==> src/rtl/fetch_line_builder_if.sv <==
// Fetch-side and memory-side handshake bundle for the 16-byte line builder.
// slave is the builder's view, master is the fetch stage plus memory.
interface fetch_line_builder_if;
    logic         flush;
    logic         fetch_req;
    logic [31:0]  fetch_addr;
    logic [127:0] fetch_rdata;
    logic         fetch_ack;
    logic [31:0]  mem_addr;
    logic         mem_rd;
    logic         mem_gnt;
    logic [31:0]  mem_rdata;
    logic         mem_rvalid;
    logic         busy;

    modport slave (
        input  flush, fetch_req, fetch_addr, mem_gnt, mem_rdata, mem_rvalid,
        output fetch_rdata, fetch_ack, mem_addr, mem_rd, busy
    );

    modport master (
        output flush, fetch_req, fetch_addr, mem_gnt, mem_rdata, mem_rvalid,
        input  fetch_rdata, fetch_ack, mem_addr, mem_rd, busy
    );
endinterface

==> src/rtl/fetch_line_builder.sv <==
// Builds a 16-byte big-endian fetch line from 4 or 5 word reads, one read in flight,
// with flush-abort and a drain state that swallows the response of an abandoned read.
module fetch_line_builder (
    input  logic                  clk,
    input  logic                  rst_n,
    fetch_line_builder_if.slave   bus
);
    localparam logic [2:0] IDLE  = 3'd0;
    localparam logic [2:0] REQ   = 3'd1;
    localparam logic [2:0] WAIT  = 3'd2;
    localparam logic [2:0] DONE  = 3'd3;
    localparam logic [2:0] DRAIN = 3'd4;

    logic [2:0]   state, state_nxt;
    logic [1:0]   off_q;
    logic [2:0]   n_words;
    logic [2:0]   idx;
    logic [159:0] asm_q;
    logic [159:0] asm_nxt;
    logic [127:0] line_q;
    logic [127:0] line_nxt;
    logic [31:0]  addr_q;
    logic         capture;
    logic         word_take;
    logic         last_word;

    assign capture   = (state == IDLE) && bus.fetch_req && !bus.flush;
    assign word_take = (state == WAIT) && bus.mem_rvalid && !bus.flush;
    assign last_word = ((idx + 3'd1) == n_words);
    assign asm_nxt   = {asm_q[127:0], bus.mem_rdata};

    // Bytes off..off+15 of the assembled stream; with off==0 only four words were read.
    always_comb begin
        case (off_q)
            2'd1:    line_nxt = asm_nxt[151:24];
            2'd2:    line_nxt = asm_nxt[143:16];
            2'd3:    line_nxt = asm_nxt[135:8];
            default: line_nxt = asm_nxt[127:0];
        endcase
    end

    always_comb begin
        state_nxt = state;
        case (state)
            IDLE: begin
                if (capture) state_nxt = REQ;
            end
            REQ: begin
                // A grant in the flush cycle leaves a read in flight that must be drained.
                if (bus.flush)        state_nxt = bus.mem_gnt ? DRAIN : IDLE;
                else if (bus.mem_gnt) state_nxt = WAIT;
            end
            WAIT: begin
                if (bus.flush)           state_nxt = bus.mem_rvalid ? IDLE : DRAIN;
                else if (bus.mem_rvalid) state_nxt = last_word ? DONE : REQ;
            end
            DONE: begin
                state_nxt = IDLE;
            end
            DRAIN: begin
                if (bus.mem_rvalid) state_nxt = IDLE;
            end
            default: state_nxt = IDLE;
        endcase
    end

    always_ff @(posedge clk or negedge rst_n) begin
        if (!rst_n) begin
            state   <= IDLE;
            off_q   <= 2'd0;
            n_words <= 3'd0;
            idx     <= 3'd0;
            asm_q   <= '0;
            line_q  <= '0;
            addr_q  <= 32'd0;
        end else begin
            state <= state_nxt;
            if (capture) begin
                addr_q  <= {bus.fetch_addr[31:2], 2'b00};
                off_q   <= bus.fetch_addr[1:0];
                n_words <= (bus.fetch_addr[1:0] == 2'd0) ? 3'd4 : 3'd5;
                idx     <= 3'd0;
                asm_q   <= '0;
            end else if (word_take) begin
                asm_q  <= asm_nxt;
                idx    <= idx + 3'd1;
                addr_q <= addr_q + 32'd4;
                if (last_word) line_q <= line_nxt;
            end
        end
    end

    assign bus.mem_rd      = (state == REQ);
    assign bus.mem_addr    = addr_q;
    assign bus.fetch_ack   = (state == DONE) && !bus.flush;
    assign bus.fetch_rdata = line_q;
    assign bus.busy        = (state != IDLE);

    // Leading bytes fall off the line select; the register width is kept for stream alignment.
    logic unused_hi;
    assign unused_hi = ^{asm_q[159:128], asm_nxt[159:152]};
endmodule

==> src/flat_wrapper.sv <==
// flat-port wrapper written by rule: the top's interface ports become plain ports
module fetch_line_builder_flat 
  (clk, rst_n, bus_flush, bus_fetch_req, bus_fetch_addr, bus_mem_gnt, bus_mem_rdata, bus_mem_rvalid, bus_fetch_rdata, bus_fetch_ack, bus_mem_addr, bus_mem_rd, bus_busy);
  fetch_line_builder_if bus_i ();
  input  logic clk;
  input  logic rst_n;
  input wire logic [$bits(bus_i.flush)-1:0] bus_flush;
  input wire logic [$bits(bus_i.fetch_req)-1:0] bus_fetch_req;
  input wire logic [$bits(bus_i.fetch_addr)-1:0] bus_fetch_addr;
  input wire logic [$bits(bus_i.mem_gnt)-1:0] bus_mem_gnt;
  input wire logic [$bits(bus_i.mem_rdata)-1:0] bus_mem_rdata;
  input wire logic [$bits(bus_i.mem_rvalid)-1:0] bus_mem_rvalid;
  output wire logic [$bits(bus_i.fetch_rdata)-1:0] bus_fetch_rdata;
  output wire logic [$bits(bus_i.fetch_ack)-1:0] bus_fetch_ack;
  output wire logic [$bits(bus_i.mem_addr)-1:0] bus_mem_addr;
  output wire logic [$bits(bus_i.mem_rd)-1:0] bus_mem_rd;
  output wire logic [$bits(bus_i.busy)-1:0] bus_busy;
  assign bus_i.flush = bus_flush;
  assign bus_i.fetch_req = bus_fetch_req;
  assign bus_i.fetch_addr = bus_fetch_addr;
  assign bus_i.mem_gnt = bus_mem_gnt;
  assign bus_i.mem_rdata = bus_mem_rdata;
  assign bus_i.mem_rvalid = bus_mem_rvalid;
  assign bus_fetch_rdata = bus_i.fetch_rdata;
  assign bus_fetch_ack = bus_i.fetch_ack;
  assign bus_mem_addr = bus_i.mem_addr;
  assign bus_mem_rd = bus_i.mem_rd;
  assign bus_busy = bus_i.busy;
  fetch_line_builder u_core (.clk(clk), .rst_n(rst_n), .bus(bus_i));
endmodule
==> config.mk <==
export PLATFORM = sky130hd
export DESIGN_NAME = fetch_line_builder_flat
export DESIGN_NICKNAME = d
export VERILOG_FILES = /design/src/rtl/fetch_line_builder_if.sv /design/src/rtl/fetch_line_builder.sv /design/src/flat_wrapper.sv
export SDC_FILE = /design/constraint.sdc
export NUM_CORES = 1
export LEC_CHECK = 0
export ABC_AREA = 1
export BUFFER_PORTS_ARGS = -buffer_cell sky130_fd_sc_hd__buf_2
export CAP_MARGIN = 20
export CELL_PAD_IN_SITES_DETAIL_PLACEMENT = 1
export CELL_PAD_IN_SITES_GLOBAL_PLACEMENT = 1
export CORE_MARGIN = 1.5
export CORE_UTILIZATION = 35
export CTS_CLUSTER_SIZE = 10
export DETAILED_ROUTE_END_ITERATION = 8
export GPL_TIMING_DRIVEN = 0
export MAX_ROUTING_LAYER = met4
export PLACE_DENSITY_LB_ADDON = 0.1
export SLEW_MARGIN = 20
export SYNTH_ARGS = -nofsm -noshare
export SYNTH_HDL_FRONTEND = slang
export SYNTH_SLANG_ARGS = --single-unit
export TNS_END_PERCENT = 1
==> constraint.sdc <==
create_clock -name clk -period 5.5 [get_ports clk]
set_clock_uncertainty 0.15 [all_clocks]
set_input_delay 1.1 -clock clk [delete_from_list [all_inputs] [get_ports clk]]
set_output_delay 1.1 -clock clk [all_outputs]
set_load 0.01 [all_outputs]
==> impl_metrics.ini, run 1 <==
[cts]
clk_latency_ns = 0.55
cts_inserted_buffers = 37
tritoncts = done
clk_path_buf_depth = 3
hold_buffers = 0
h-tree-depth = 2
cts_setup_buffers = 0
cts_resized = 0
cts_root_buf = clkbuf_16
clkTransAtPathRegs_ns = 0.05
clock_sinks = 288

[finish]
syn2layout_area_growth_pct = 19.8
final_cell_area_um2 = 18500
final_nets = 2453
final_util_pct = 42.7
final_layout_size_suffix_gt1_share_pct = 18.1

[pwr]
switching_share_pct = 40.7
seq_power_share_pct = 37.7
power_frac_comb_pct = 31.9
irDropWorstVdd_uv = 204
leakagePower_uw = 0.00938
p_sw_uw = 2980
p_int_uw = 4340
clkPwrFrac_pct = 30.4
power.density_nw_per_um2 = 397

[drt]
wl_per_cell_um = 21.1
ant_nets = 0
via_per_inst = 5.23
drc = 0
num_vias = 15600
drtPass1Iterations = 5
drtIter0Drc = 1203
routed_wl_mm = 62.9

[synthesis]
synthArstFlopShare_pct = 100
yosys-top-cells-count = nand2_1 (1016), dfrtp_1 (288), nand3_1 (194)
ys_top_cells_by_area = dfrtp_1 (47%), nand2_1 (25%), nand3_1 (6.3%), nand4_1 (5.2%), inv_1 (3.0%)
ys_warn_count = 0
synth_cell_types = 38
synth_edf_count = 0
synthXorXnorAreaFrac_pct = 0.341
synth_top_family_by_area = simple AND/OR/NAND/NOR gates
yosysMostFrequentCell = nand2_1
yosysTopAreaCell = dfrtp_1
syn_avg_cell_area_um2 = 7.31
synth_area_um2 = 15400
synthAdderAreaFrac_pct = 0.162
synth_cells = 2108
ys_ff_latch = 288
synth_ff_type = dfrtp_1
synthSimpleGateAreaFrac_pct = 38.1
yosysSeqAreaShare_pct = 46.8
synth-compound-area-share_pct = 5.94
muxShareOfSynthArea_pct = 0
synth_top_area_share_pct = 46.8

[hold_path]
hold_path.class = primary input to asynchronous set/reset pin

[global_routing]
overflow = 0
grt_max_degree = 86
grt_pass1_wl_mm = 96.7
antenna_found_initial = 2
grt_usage_pct = 29.3
grt_pass1_vias = 16100

[timing]
hold_ws_ns = 0.301
period_share_pct = 52.2
fmax_mhz = 348
timing.final.ws_setup_ns = 2.63
rsz0062_at_grt = no
tightest_slew_ns = 0.853
min_period_ns = 2.87
setup-violations-final = 0
relSlewSlack_pct = 43.1
hold_violations = 0
drv_slew = 0

[placed_design]
place_congestion = 0.911
io_buffer_count = 230
place_area_um2 = 17400
post-place-ws_ns = 2.68
hpwl_mm = 47.9

[setup_path]
arrival_ns = 1.62
required_ns = 4.25
crit_fanout = 6
start_kind = flip-flop
endpoint_kind = output pin
critical_path_class = flip-flop to output pin

[floorplan]
dieArea_um2 = 45300
fp.dieW_um = 213
initial_core_util_pct = 35.6
fp-row-count = 76
core_um2 = 43300
die_y_um = 213
pin_count = 233

[outcome]
status = finished, final reports clean

[flow_run]
cap_viol_max_count = 0
## cell usage in the layout (no fill, tap or decap), drive strengths merged, types with 4 or more instances in the layout
| cell | n |
|---|---|
| o21ai | 71 |
| clkinv | 14 |
| o21bai | 8 |
| nor3 | 4 |
| nand2 | 1018 |
| nand3 | 196 |
| dfrtp | 288 |
| o22ai | 56 |
| buf | 341 |
| nor2 | 45 |
| clkbuf | 77 |
| inv | 129 |
| xnor2 | 4 |
| nand4 | 129 |
## area by class of cell
cell class	count	area, um2
clock buffer	48	1020
fill	5507	24800
tap	585	732
inverter	138	519
clock inverter	7	43.8
antenna	3	7.51
multi-input combinational	1546	6870
timing repair buffer	233	1240
buffer	137	815
sequential	288	7210
## cells by family (layout without fill, tap and decap cells)
group / count (synthesis) / in the layout
AO/OA/AOI/OAI: 139 / 139
flip-flops: 288 / 288
buffers and inverters: 275 / 563
other: 1 / 5
XOR/XNOR: 6 / 6
adder cells (fa/ha/maj): 2 / 2
AND/OR/NAND/NOR: 1397 / 1397
## power groups by stage
stage	combinational [uW]	clock, uW	sequential (uW)
final	2330	2230	2760
after global routing	2570	2360	2790
after CTS	2330	2280	2750
after detailed placement	2320	0	2780
after global placement	2260	0	2780
after floorplan	1410	0	2680
## per-stage QoR
step	TNS, ns	instances	power, uW
after floorplan	0	2109	4090
after global placement	-651.52	2924	5050
after detailed placement	0	2927	5100
after CTS	0	2982	7360
after global routing	0	2984	7720
final	0	2985	7320
## metal layers
metal / share of wire [%] / routed length [um] / vias up / track usage [%]
li1: - / - / 7344 / -
met1: 44 / 27800 / 7712 / 38.5
met2: 47 / 29800 / 451 / 47.1
met3: 6.4 / 4030 / 92 / 5.10
met4: 2.0 / 1290 / 0 / 6.75
met5: 0 / 0 / - / -
## worst max-delay path: stages, from the launching register on
cell	delay [ns]
dfrtp_1	0.44
nor3_1	0.43
buf_2	0.22
## state kept, by name, summed over array words and instances, names as in the netlist
name,count
u_core.n_words,2
u_core.asm_q,120
u_core.state,3
u_core.idx,3
u_core.bus.fetch_rdata,128
u_core.bus.mem_addr,30
u_core.off_q,2
## final timing paths
check                                             from                     endpoint  slack (ns)  cells after the start
setup / recovery                       u_core.state[1]                   bus_mem_rd        2.63                      2
hold / removal                                   rst_n   u_core.bus.fetch_rdata[40]        0.30                      1
setup reg to reg                         u_core.idx[0]   u_core.bus.fetch_rdata[79]        2.87                      8
hold reg to reg            u_core.bus.fetch_rdata[116]  u_core.bus.fetch_rdata[116]        0.31                      2
max in group asynchronous                        rst_n      u_core.bus.mem_addr[25]        3.69                      3
min in group clk           u_core.bus.fetch_rdata[116]  u_core.bus.fetch_rdata[116]        0.31                      2
(Power assumes the default switching activity.)
==> run 2: changes to the inputs <==
--- a/config.mk
+++ b/config.mk
@@ -5,7 +5,7 @@
 export SDC_FILE = /design/constraint.sdc
 export NUM_CORES = 1
 export LEC_CHECK = 0
-export ABC_AREA = 1
+export ABC_AREA = 0
 export BUFFER_PORTS_ARGS = -buffer_cell sky130_fd_sc_hd__buf_2
 export CAP_MARGIN = 20
 export CELL_PAD_IN_SITES_DETAIL_PLACEMENT = 1
==> constraint.sdc (replaced) <==
create_clock -name clk -period 2.8 [get_ports clk]
set_clock_uncertainty 0.15 [all_clocks]
set_input_delay 0.56 -clock clk [delete_from_list [all_inputs] [get_ports clk]]
set_output_delay 0.56 -clock clk [all_outputs]
set_load 0.01 [all_outputs]
==> run 2 against run 1 <==
Cell count down 41%; sequential power up 68%; cell area down 5.7%; largest cell class unchanged; non-clock buffer count down 49; critical endpoint is now u_core.bus.fetch_rdata[119]; total power up 58%; sequential share of layout area up 2.4 points; count of clock-buffer cells in the layout up 5; combinational power down 3%; worst setup slack worse by 2.5 ns; wire length down 24%; sequential cell count unchanged.
==> impl_metrics.ini, run 2 <==
[outcome]
status = finished, final reports clean

[finish]
final_nets = 1295
layout_common_cells = dfrtp_1 (288), buf_2 (252), mux4_2 (128), mux2_2 (128), a22o_1 (121)
layout_commonest_cell = dfrtp_1
final_cells = 1767
final_layout_size_suffix_gt1_share_pct = 48.3
largest_register_ffs = 128
syn2layout_area_growth_pct = 21.9
final_util_pct = 43.5

[synthesis]
yosysMostFrequentCell = dfrtp_1
ys_top_cells_by_area = dfrtp_1 (51%), mux4_2 (20%), mux2_2 (10%), a22o_1 (7.4%), nand2_1 (1.2%)
synth_cells = 948
synth_cell_types = 48
synthSimpleGateAreaFrac_pct = 4.73
syn_avg_cell_area_um2 = 15.0
synthXorXnorAreaFrac_pct = 0.368
yosys-top-cells-count = dfrtp_1 (288), mux2_2 (128), mux4_2 (128)
synth_ff_type = dfrtp_1
synth_area_um2 = 14300
muxShareOfSynthArea_pct = 30.4
yosysTopAreaCell = dfrtp_1
synth_top_family_by_area = multiplexers
synth-compound-area-share_pct = 10.5
ys_warn_count = 0
ys_ff_latch = 288
synth_top_area_share_pct = 50.5
synthArstFlopShare_pct = 100
synth_edf_count = 0
synthAdderAreaFrac_pct = 0.175
yosysSeqAreaShare_pct = 50.5

[setup_path]
ff2ff_path_depth = 5
start_kind = flip-flop
required_ns = 3.07
r2r-end = u_core.bus.fetch_rdata[119]
arrival_ns = 2.96
r2r-start = u_core.off_q[1]
crit_fanout = 10
endpoint_kind = flip-flop
critical_path_class = flip-flop to flip-flop
r2r_slack_ns = 0.11
startpoint = u_core.off_q[1]

[timing]
setup_tns_ns = 0
setup-violations-final = 0
timing.final.ws_setup_ns = 0.107
min_period_ns = 2.69
period_share_pct = 96.2
rsz0062_at_grt = yes
drv_slew = 0
relSlewSlack_pct = 32.8
fmax_mhz = 371
tightest_slew_ns = 1.01
hold_violations = 0

[drt]
drtIter0Drc = 664
ant_nets = 0
drc = 0
routed_wl_mm = 48.0
via_per_inst = 5.86
num_vias = 10400
wl_per_cell_um = 27.2
drtPass1Iterations = 5

[placed_design]
post-place-ws_ns = -0.303
place_congestion = 0.859
dp_cells = 1708
io_buffer_count = 230
hpwl_mm = 34.7

[global_routing]
grt_pass1_vias = 10800
antenna_found_initial = 2
grt_usage_pct = 24.3
grt_pass1_wl_mm = 72.8
overflow = 0
grt_max_degree = 66

[hold_path]
min_from = bus_fetch_addr[5]
hold_end = u_core.bus.mem_addr[5]
hold_depth = 3
hold_path.class = primary input to flip-flop

[floorplan]
pin_count = 233
fp.dieW_um = 205
fp-row-count = 73
die_y_um = 205
core_um2 = 40000
dieArea_um2 = 42000
initial_core_util_pct = 35.7

[pwr]
leakagePower_uw = 0.00837
seq_power_share_pct = 40.3
p_int_uw = 8150
irDropWorstVdd_uv = 322
p_sw_uw = 3390
power.density_nw_per_um2 = 663
switching_share_pct = 29.4
clkPwrFrac_pct = 40.0
power_frac_comb_pct = 19.7

[flow_run]
cap_viol_max_count = 0

[cts]
clkTransAtPathRegs_ns = 0.06
clock_sinks = 288
clk_path_buf_depth = 3
clk_latency_ns = 0.55
tritoncts = done
h-tree-depth = 2
cts_inserted_buffers = 37
cts_root_buf = clkbuf_16
## run 2: cell types whose count changed after synthesis, moves of 33 or more
cell and change:
nand2_1 -969, nand3_1 -174, mux2_2 +128, mux4_2 +128
a22o_1 +121, nand4_1 -121, inv_1 -118, buf_2 -56
o22ai_1 -56, nor2_1 -33
## run 2: routing by layer
layer	vias up	track usage (%)	part of all wire [%]
li1	4334	-	-
met1	5564	33.6	44
met2	404	37.2	48
met3	61	4.68	7.0
met4	0	5.24	1.6
met5	-	-	0
## run 2: timing repair
action	CTS	global route
endpoints found under the setup margin	108	65
setup buffers	0	0
gates resized for setup	9	12
endpoints found under the hold margin	49	0
hold buffers	1	0
## run 2: power groups by stage
| stage | sequential, uW | clock (uW) | combinational (uW) |
|---|---|---|---|
| 2_1_floorplan | 4690 | 0 | 1420 |
| 3_3_place_gp | 4710 | 0 | 2260 |
| 3_5_place_dp | 4720 | 0 | 2300 |
| 4_1_cts | 4650 | 4750 | 2320 |
| 5_1_grt | 4690 | 4920 | 2470 |
| 6_report | 4650 | 4610 | 2270 |
## run 2: cell families after synthesis
family	after synthesis
fa+ha+maj	2
simple gates	120
compound gates	182
other cells	1
flops	288
buf+inv	92
mux	257
xor+xnor	6
## run 2: metrics by stage
step           instance area, um2  hold WS [ns]  total power [uW]
5_1_grt                     17400        0.0638             12100
4_1_cts                     17400        0.0478             11700
6_report                    17400        0.0698             11500
3_3_place_gp                16100         0.324              6970
3_5_place_dp                16200         0.327              7030
2_1_floorplan               14300         0.114              6110
## run 2: worst max-delay path, cell delays in order (launching register included)
cell      delay, ns
dfrtp_1        0.37
buf_2          0.34
buf_2          0.37
clkbuf_1       0.59
mux4_2         0.46
mux2_2         0.28
## run 2: how the worst max path moves through the flow
stage                                  end  slack (ns)  cells after the start
2_1_floorplan   u_core.bus.fetch_rdata[42]        0.56                      7
3_3_place_gp   u_core.bus.fetch_rdata[101]       -4.77                      1
3_5_place_dp       u_core.bus.mem_addr[25]       -0.30                      8
4_1_cts        u_core.bus.fetch_rdata[101]        0.04                      5
5_1_grt                  u_core.asm_q[106]       -0.08                      8
6_report       u_core.bus.fetch_rdata[119]        0.11                      5
## run 2: cell type report
cell class                      instances  area [um2]
Antenna cell                            2        5.00
Buffer                                 86         482
Clock buffer                           53        1110
Clock inverter                          3        47.5
Fill cell                            4123       22600
Inverter                                6        22.5
Multi-Input combinational cell        569        6590
Sequential cell                       288        7210
Tap cell                              525         657
Timing Repair Buffer                  235        1280
==> run 3: changes to the inputs <==
--- a/config.mk
+++ b/config.mk
@@ -15,6 +15,7 @@
 export CTS_CLUSTER_SIZE = 10
 export DETAILED_ROUTE_END_ITERATION = 8
 export GPL_TIMING_DRIVEN = 0
+export HOLD_SLACK_MARGIN = 0.12
 export MAX_ROUTING_LAYER = met4
 export PLACE_DENSITY_LB_ADDON = 0.1
 export SLEW_MARGIN = 20
==> run 3 against run 2 <==
Cell count up 2.2%; global-route usage grew 0.16 points; count of clock-buffer cells in the layout unchanged; register-to-register slack hardly changed; critical path depth stayed put; first-iteration DRC count rose by 10%; worst setup slack improved by 0.0082 ns; core utilization grew 0.95 points; sequential cell count unchanged; hold slack gained 0.081 ns; sequential share of layout area shrank 0.89 points.
==> impl_metrics.ini, run 3 (synthesized netlist as in run 2, its figures left out) <==
[setup_path]
arrival_ns = 2.95
start_kind = flip-flop
crit_end = u_core.bus.fetch_rdata[119]
critical_path_class = flip-flop to flip-flop
startpoint = u_core.off_q[1]
required_ns = 3.07
ff2ff_path_depth = 5
endpoint_kind = flip-flop
crit_fanout = 10
r2r_slack_ns = 0.11
r2r-start = u_core.off_q[1]
r2r-end = u_core.bus.fetch_rdata[119]

[drt]
drc = 0
via_per_inst = 5.79
routed_wl_mm = 48.3
drtPass1Iterations = 5
ant_nets = 0
wl_per_cell_um = 26.7
num_vias = 10400
drtIter0Drc = 731

[global_routing]
overflow = 0
grt_usage_pct = 24.4
grt_max_degree = 66
antenna_found_initial = 2
grt_pass1_wl_mm = 73.4
grt_pass1_vias = 11000

[hold_path]
hold_path.class = primary input to flip-flop
min_from = bus_mem_rdata[12]

[cts]
clock_sinks = 288
clkTransAtPathRegs_ns = 0.05
tritoncts = done
cts_root_buf = clkbuf_16
clk_path_buf_depth = 3
h-tree-depth = 2
clk_latency_ns = 0.54
cts_setup_buffers = 0
cts_inserted_buffers = 37

[floorplan]
fp.dieW_um = 205
dieArea_um2 = 42000
fp-row-count = 73
pin_count = 233
core_um2 = 40000
initial_core_util_pct = 35.7
die_y_um = 205

[placed_design]
hpwl_mm = 34.7
place_congestion = 0.859
io_buffer_count = 230
place_area_um2 = 16200
dp_cells = 1708
post-place-ws_ns = -0.303

[pwr]
p_sw_uw = 3390
leakagePower_uw = 0.00853
seq_power_share_pct = 40.2
clkPwrFrac_pct = 39.8
irDropWorstVdd_uv = 323
power.density_nw_per_um2 = 651
switching_share_pct = 29.3
p_int_uw = 8180
power_frac_comb_pct = 20.0

[timing]
setup_tns_ns = 0
rsz0062_at_grt = yes
min_period_ns = 2.69
timing.final.ws_setup_ns = 0.115
period_share_pct = 95.9
tightest_slew_ns = 0.986
hold_violations = 0
setup-violations-final = 0
fmax_mhz = 372
relSlewSlack_pct = 34.3
drv_slew = 0

[flow_run]
cap_viol_max_count = 0

[finish]
final_util_pct = 44.4
fillerInstances = 4120
final_layout_size_suffix_gt1_share_pct = 46.9
syn2layout_area_growth_pct = 24.6
final_cells = 1805
final_nets = 1333
final_cell_area_um2 = 17800
layout_common_cells = dfrtp_1 (288), buf_2 (252), mux4_2 (128), mux2_2 (128), a22o_1 (121)
layout_commonest_cell = dfrtp_1
largest_register_ffs = 128

[outcome]
status = finished, final reports clean
==> run 3: changes by cell type in the layout (fill, tap and decap cells not counted), sizes merged <==
cell and delta:
dlygate4sd3 +38
==> run 3: power by group through the flow <==
stage          Clock (uW)  Sequential, uW  Combinational (uW)
2_1_floorplan           0            4690                1420
3_3_place_gp            0            4710                2260
3_5_place_dp            0            4720                2300
4_1_cts              4750            4650                2360
5_1_grt              4920            4690                2520
6_report             4610            4650                2310
==> run 3: metal layers <==
metal / global-route usage [%] / vias to the layer above / part of all wire, %
met5: - / - / 0
met4: 5.45 / 0 / 1.7
met3: 4.61 / 60 / 6.4
met2: 37.4 / 360 / 48
met1: 33.8 / 5621 / 44
li1: - / 4407 / -
==> run 3: layout make-up <==
cell class                      instances  area [um2]  share of cell area [%]
Timing Repair Buffer                  273        1660                    9.35
Sequential cell                       288        7210                    40.5
Clock buffer                           53        1110                    6.24
Inverter                                6        22.5                   0.127
Buffer                                 86         482                    2.71
Clock inverter                          3        47.5                   0.267
Tap cell                              525         657                    3.70
Antenna cell                            2        5.00                  0.0282
Multi-Input combinational cell        569        6590                    37.0
==> run 3: timing repair <==
item,CTS,global route
setup endpoints to repair,108,68
hold buffers,39,0
hold endpoints to repair,87,0
gates resized for setup,9,12
==> run 3: stage by stage <==
stage               total power (uW)  hold slack (ns)
floorplan                       6110            0.114
global placement                6970            0.324
detailed placement              7030            0.327
CTS                            11800            0.122
global route                   12100            0.133
finish                         11600            0.151
==> run 3: worst max-delay path, stage by stage (launching register included) <==
cell and delay, ns:
dfrtp_1 0.37, buf_2 0.33, buf_2 0.38, clkbuf_1 0.60
mux4_2 0.45, mux2_2 0.28
==> run 3: how the worst min path moves through the flow <==
| stage | endpoint | slack [ns] | cells past startpoint |
|---|---|---|---|
| after detailed placement | u_core.n_words[2] | 0.33 | 1 |
| final | u_core.asm_q[12] | 0.15 | 2 |
| after CTS | u_core.asm_q[4] | 0.12 | 2 |
| after global routing | u_core.asm_q[12] | 0.13 | 2 |
| after floorplan | u_core.asm_q[0] | 0.11 | 0 |
| after global placement | u_core.n_words[2] | 0.32 | 1 |
